$ cat config.mk
export PLATFORM = sky130hd
export DESIGN_NAME = decoder_3
export DESIGN_NICKNAME = d
export VERILOG_FILES = /design/src/rtl/decoder_3.sv
export SDC_FILE = /design/constraint.sdc
export NUM_CORES = 1
export LEC_CHECK = 0
export ABC_AREA = 1
export CORE_AREA = 3 3 40 42
export CTS_BUF_LIST = sky130_fd_sc_hd__clkbuf_4 sky130_fd_sc_hd__clkbuf_8 sky130_fd_sc_hd__clkbuf_16
export CTS_CLUSTER_SIZE = 20
export DETAILED_ROUTE_END_ITERATION = 8
export DIE_AREA = 0 0 43 45
export PLACE_DENSITY = 0.5
export SYNTH_ARGS = -nofsm -noshare
export SYNTH_HDL_FRONTEND = slang
export SYNTH_SLANG_ARGS = --single-unit
$ cat constraint.sdc
create_clock -name clk -period 0.8 [get_ports clk]
set_input_delay 0.08 -clock clk [delete_from_list [all_inputs] [get_ports clk]]
set_output_delay 0.08 -clock clk [all_outputs]
set_load 0.05 [all_outputs]
$ cat src/rtl/decoder_3.sv
// 3-to-8 one-hot decoder with optional output register and selectable polarity.
// Optional input-parity checking is compiled in with the DECODER_3_PARITY_EN macro.
module decoder_3 #(
    parameter bit ACTIVE_LOW = 1'b0,
    parameter bit REG_OUT    = 1'b1
) (
    input  logic       clk,
    input  logic       rst,
    output logic [7:0] y,
    input  logic [2:0] a,
    input  logic       en,
    output logic       valid
`ifdef DECODER_3_PARITY_EN
    ,
    input  logic       a_par,
    output logic       err
`endif
);

    localparam logic [7:0] IDLE_Y = ACTIVE_LOW ? 8'hFF : 8'h00;

    logic       par_bad;
    logic       decode_en;
    logic [7:0] hot;
    logic [7:0] y_next;

`ifdef DECODER_3_PARITY_EN
    logic err_reg;

    // Only an enabled decode can raise a parity error; a disabled cycle with X on a stays quiet.
    assign par_bad = en & ((^a) ^ a_par);

    always_ff @(posedge clk or posedge rst) begin
        if (rst) begin
            err_reg <= 1'b0;
        end else if (par_bad) begin
            err_reg <= 1'b1;
        end
    end

    assign err = err_reg;
`else
    assign par_bad = 1'b0;
`endif

    // Gating on rst keeps the combinational mode inactive during reset as well.
    assign decode_en = en & ~par_bad & ~rst;

    genvar gi;
    generate
        for (gi = 0; gi < 8; gi++) begin : g_bit
            assign hot[gi] = decode_en & (a == 3'(gi));
        end
    endgenerate

    assign y_next = ACTIVE_LOW ? ~hot : hot;

    generate
        if (REG_OUT) begin : g_reg
            logic [7:0] y_reg;
            logic       valid_reg;

            always_ff @(posedge clk or posedge rst) begin
                if (rst) begin
                    y_reg     <= IDLE_Y;
                    valid_reg <= 1'b0;
                end else begin
                    y_reg     <= y_next;
                    valid_reg <= decode_en;
                end
            end

            assign y     = y_reg;
            assign valid = valid_reg;
        end else begin : g_comb
            assign y     = y_next;
            assign valid = decode_en;
        end
    endgenerate

endmodule

== Word-level counts from Yosys, hierarchy flattened ==
Index checks and enable logic that the tools add are counted.

* Word-level logic and storage cells: 20
* Bits of input ports: 6
* Flip-flop bits (word level): 9
* Output and inout bits: 9

* Eq/ne operators: 7
* Reduce and logical (&&, ||, !) cells: 1
* Bitwise logic cells: 10

{| class="wikitable"
|+ Operators with widths
! kind !! number
|-
| == test 3 bit (second input constant) || 4
|-
| bitwise AND 1 bit || 9
|-
| == test 3 x 2 -> 1 bit (second input constant) || 2
|-
| == test 3 x 1 -> 1 bit (second input constant) || 1
|-
| zero test 3 bit || 1
|-
| inverter 1 bit || 1
|}

== Logic depth before layout (Yosys ltp) ==
* Depth in word-level cells: 3
* Mapped depth: 3
* Mapped depth without buffers: 3

== Least setup slack after synthesis ==
OpenSTA, ideal clock, no wires.

* Path kind: flip-flop to output port
* Start point: register g_reg.valid_reg, in the netlist valid
* End point: output valid
* Stages on the path, launching flop included: 1
* Data arrival time: 586 ps
* Data required time: 720 ps
* Buffers on the path: 0
* Path slack: 134 ps
* Path through: dfrtp_1

{| class="wikitable"
|+ RTL lines
! element !! RTL line !! RTL
|-
| from (decl) || 61 || <nowiki>logic valid_reg;</nowiki>
|-
| from (signal assigned) || 69 || <nowiki>valid_reg <= decode_en;</nowiki>
|-
| to (decl) || 12 || <nowiki>output logic valid</nowiki>
|}

No word-level cell between the ends.

== Worst setup path in the final report ==
* Start point: register g_reg.y_reg[1], in the netlist y[1]
* End point: output y[1]

{| class="wikitable"
|+ RTL lines
! element !! RTL line !! RTL
|-
| from (decl) || 60 || <nowiki>logic [7:0] y_reg;</nowiki>
|-
| from (signal assigned) || 68 || <nowiki>y_reg <= y_next;</nowiki>
|-
| to (decl) || 9 || <nowiki>output logic [7:0] y,</nowiki>
|}

No word-level cell between the ends.

==> impl_metrics.json <==
{
  "critical_path.endpoint_type": "output port",
  "outcome": "finished with violations",
  "numCtsBuffers": 3,
  "post_cts_hold_buffer_count": 0,
  "synth.net_count": 35,
  "syn_area_per_cell_um2": 10.8,
  "worst-endpoint-arrival_ps": 810,
  "detail_route.first_pass.iterations": 4,
  "die_width_um": 43,
  "cellPowerDensity_nw_per_um2": 1610,
  "detail_route.wirelength_um": 597,
  "dr.first_iter.drc_count": 4,
  "synthesis_stage_register_bit_count": 9,
  "worst_setup_hold_path_clk_slew_ps": 60,
  "global_route.usage.total": 0.0759,
  "core_area_um2": 1280,
  "critical_path_start_end_classification": "flip-flop to output port",
  "post_route_cells_drive_above_1_share": 0.367,
  "critical-path-top-delay-family": "flip-flops",
  "highest_ir_drop_seen_on_vdd_v": 0.000935,
  "viasPerCell": 3.91,
  "dieArea_um2": 1940,
  "maxSlewHeadroom": 0.903,
  "gp_congestion": 0.757,
  "crit_path_top_delay_cell": "sky130_fd_sc_hd__dfrtp_1",
  "yosys.cell_types.count": 6,
  "timing.hold.worst.class": "input pin to asynchronous set/reset pin",
  "crit_path_cell_trace": "buf_12",
  "multiInputGateArea_um2": 68.8,
  "clock_tree_from_tritoncts": "built",
  "yosys_warnings": 0,
  "detailedPlacementHpwl_um": 522,
  "flip_flop_count_of_the_largest_register_all_copies_and_words_added": 8,
  "cts_num_sinks": 9,
  "areaGrowthSynthToFinish_pct": 94.0,
  "final_design_area_no_fill_um2": 607,
  "slew_violations": 0,
  "fillerInstances": 112,
  "maxCapViolations": 0,
  "layout_setup_ws_ps": -85.4,
  "antenna_diode_count": 0,
  "violations_in_the_final_reports": "negative setup slack",
  "final_core_utilization": 0.472,
  "ctsRootBufferMaster": "sky130_fd_sc_hd__clkbuf_4",
  "seq_area_frac_synth": 0.720,
  "antenna_violations_before_repair": 0,
  "final_hold_viol_count": 0,
  "synthesis.area_um2": 313,
  "grt_pass1_wl_um": 1010,
  "num_io_pins": 15,
  "chipHeight_um": 45,
  "final-setup-viol-count": 9,
  "synth_cells": 29,
  "grt_setup_unrepaired": "true",
  "cts-htree-levels": 1,
  "buffer_ports.inserted": 14,
  "leakage_nw": 0.297,
  "cp-start-kind": "flip-flop",
  "nets": 56,
  "max_slew.worst_pin.slew_ps": 145,
  "post_dp_cell_area_um2": 577,
  "row_count": 13,
  "layout_worst_path_cycle_share": 1.11,
  "grt_max_degree": 8,
  "grt_pass1_vias": 258,
  "gr-total-overflow": 0,
  "max_freq_ghz": 1.13,
  "cts.path.max_buffers": 2,
  "via_count": 250,
  "sequential_cell_area_um2": 225,
  "route.antenna.remaining_nets": 0,
  "residual_drc": 0,
  "starting_density_of_the_core": 0.243,
  "cp_max_fo": 1,
  "wirelength_per_cell_um": 9.33,
  "final.min_clock_period_ps": 885,
  "critical_path_required_ps": 720,
  "cp_slowest_stage_delay_ps": 400,
  "mostFrequentLayoutCells": "sky130_fd_sc_hd__nor2_1 (9), sky130_fd_sc_hd__buf_12 (9), sky130_fd_sc_hd__dfrtp_1 (9)",
  "critical_path_buf_inv_count": 1
}
per-layer routing:
| metal | track usage | part of all wire | up-vias |
|---|---|---|---|
| li1 | - | - | 126 |
| met1 | 0.0725 | 0.40 | 111 |
| met2 | 0.129 | 0.52 | 11 |
| met3 | 0.0478 | 0.067 | 2 |
| met4 | 0.0361 | 0.0067 | 0 |
| met5 | 0 | 0 | - |
worst max path at each step:
stage | cells past startpoint | to | from
2_1_floorplan | 0 | valid | valid$_DFF_PP0_
3_3_place_gp | 3 | y[6]$_DFF_PP0_ | en
3_5_place_dp | 3 | y[7]$_DFF_PP0_ | en
4_1_cts | 1 | y[1] | y[1]$_DFF_PP0_
5_1_grt | 1 | y[1] | y[1]$_DFF_PP0_
6_report | 1 | y[1] | y[1]$_DFF_PP0_
where the power goes:
| part | total (mW) | switching, mW | internal, mW |
|---|---|---|---|
| Clock | 0.365 | 0.140 | 0.225 |
| Sequential | 0.472 | 0.00731 | 0.464 |
| Combinational | 0.144 | 0.0732 | 0.0704 |
logic make-up (layout without fill, tap and decap cells):
| family | after synthesis | count (layout) | synth area share |
|---|---|---|---|
| simple gates | 15 | 15 | 0.220 |
| flops | 9 | 9 | 0.720 |
| buf+inv | 5 | 25 | 0.0600 |
metrics by stage:
stage	std cells	power (mW)	setup slack (ps)	setup TNS, ps	hold WS [ps]
4_1_cts	64	0.998	-96.2	-777	168
3_3_place_gp	60	0.623	-123	-892	427
5_1_grt	64	1.04	-126	-977	186
2_1_floorplan	29	0.537	134	0	-125
6_report	64	0.980	-85.4	-680	172
3_5_place_dp	60	0.625	-129	-968	431
cell type report:
| cell class | instances | share of cell area |
|---|---|---|
| well taps | 15 | 0.0309 |
| repair buffers | 16 | 0.404 |
| clock buffers | 4 | 0.0495 |
| flip-flops and latches | 9 | 0.371 |
| inverters | 5 | 0.0309 |
| multi-input cells | 15 | 0.113 |
cells in the mapped netlist:
| library cell | number | area (um^2) |
|---|---|---|
| sky130_fd_sc_hd__dfrtp_1 | 9 | 225 |
| sky130_fd_sc_hd__nor2_1 | 9 | 33.8 |
| sky130_fd_sc_hd__inv_1 | 4 | 15.0 |
| sky130_fd_sc_hd__nand2_1 | 4 | 15.0 |
| sky130_fd_sc_hd__nand3_2 | 2 | 20.0 |
| sky130_fd_sc_hd__inv_2 | 1 | 3.75 |
repair_timing:
action                                  CTS  global route
endpoints found under the setup margin    9             9
buffers inserted                          0             0
gates resized for setup                   0             0
worst min-delay path, cell delays in order:
cell,delay (ps)
sky130_fd_sc_hd__clkdlybuf4s50_1,440
sky130_fd_sc_hd__inv_2,100
sky130_fd_sc_hd__buf_4,120
No activity file was read; power rests on OpenSTA's default activity.
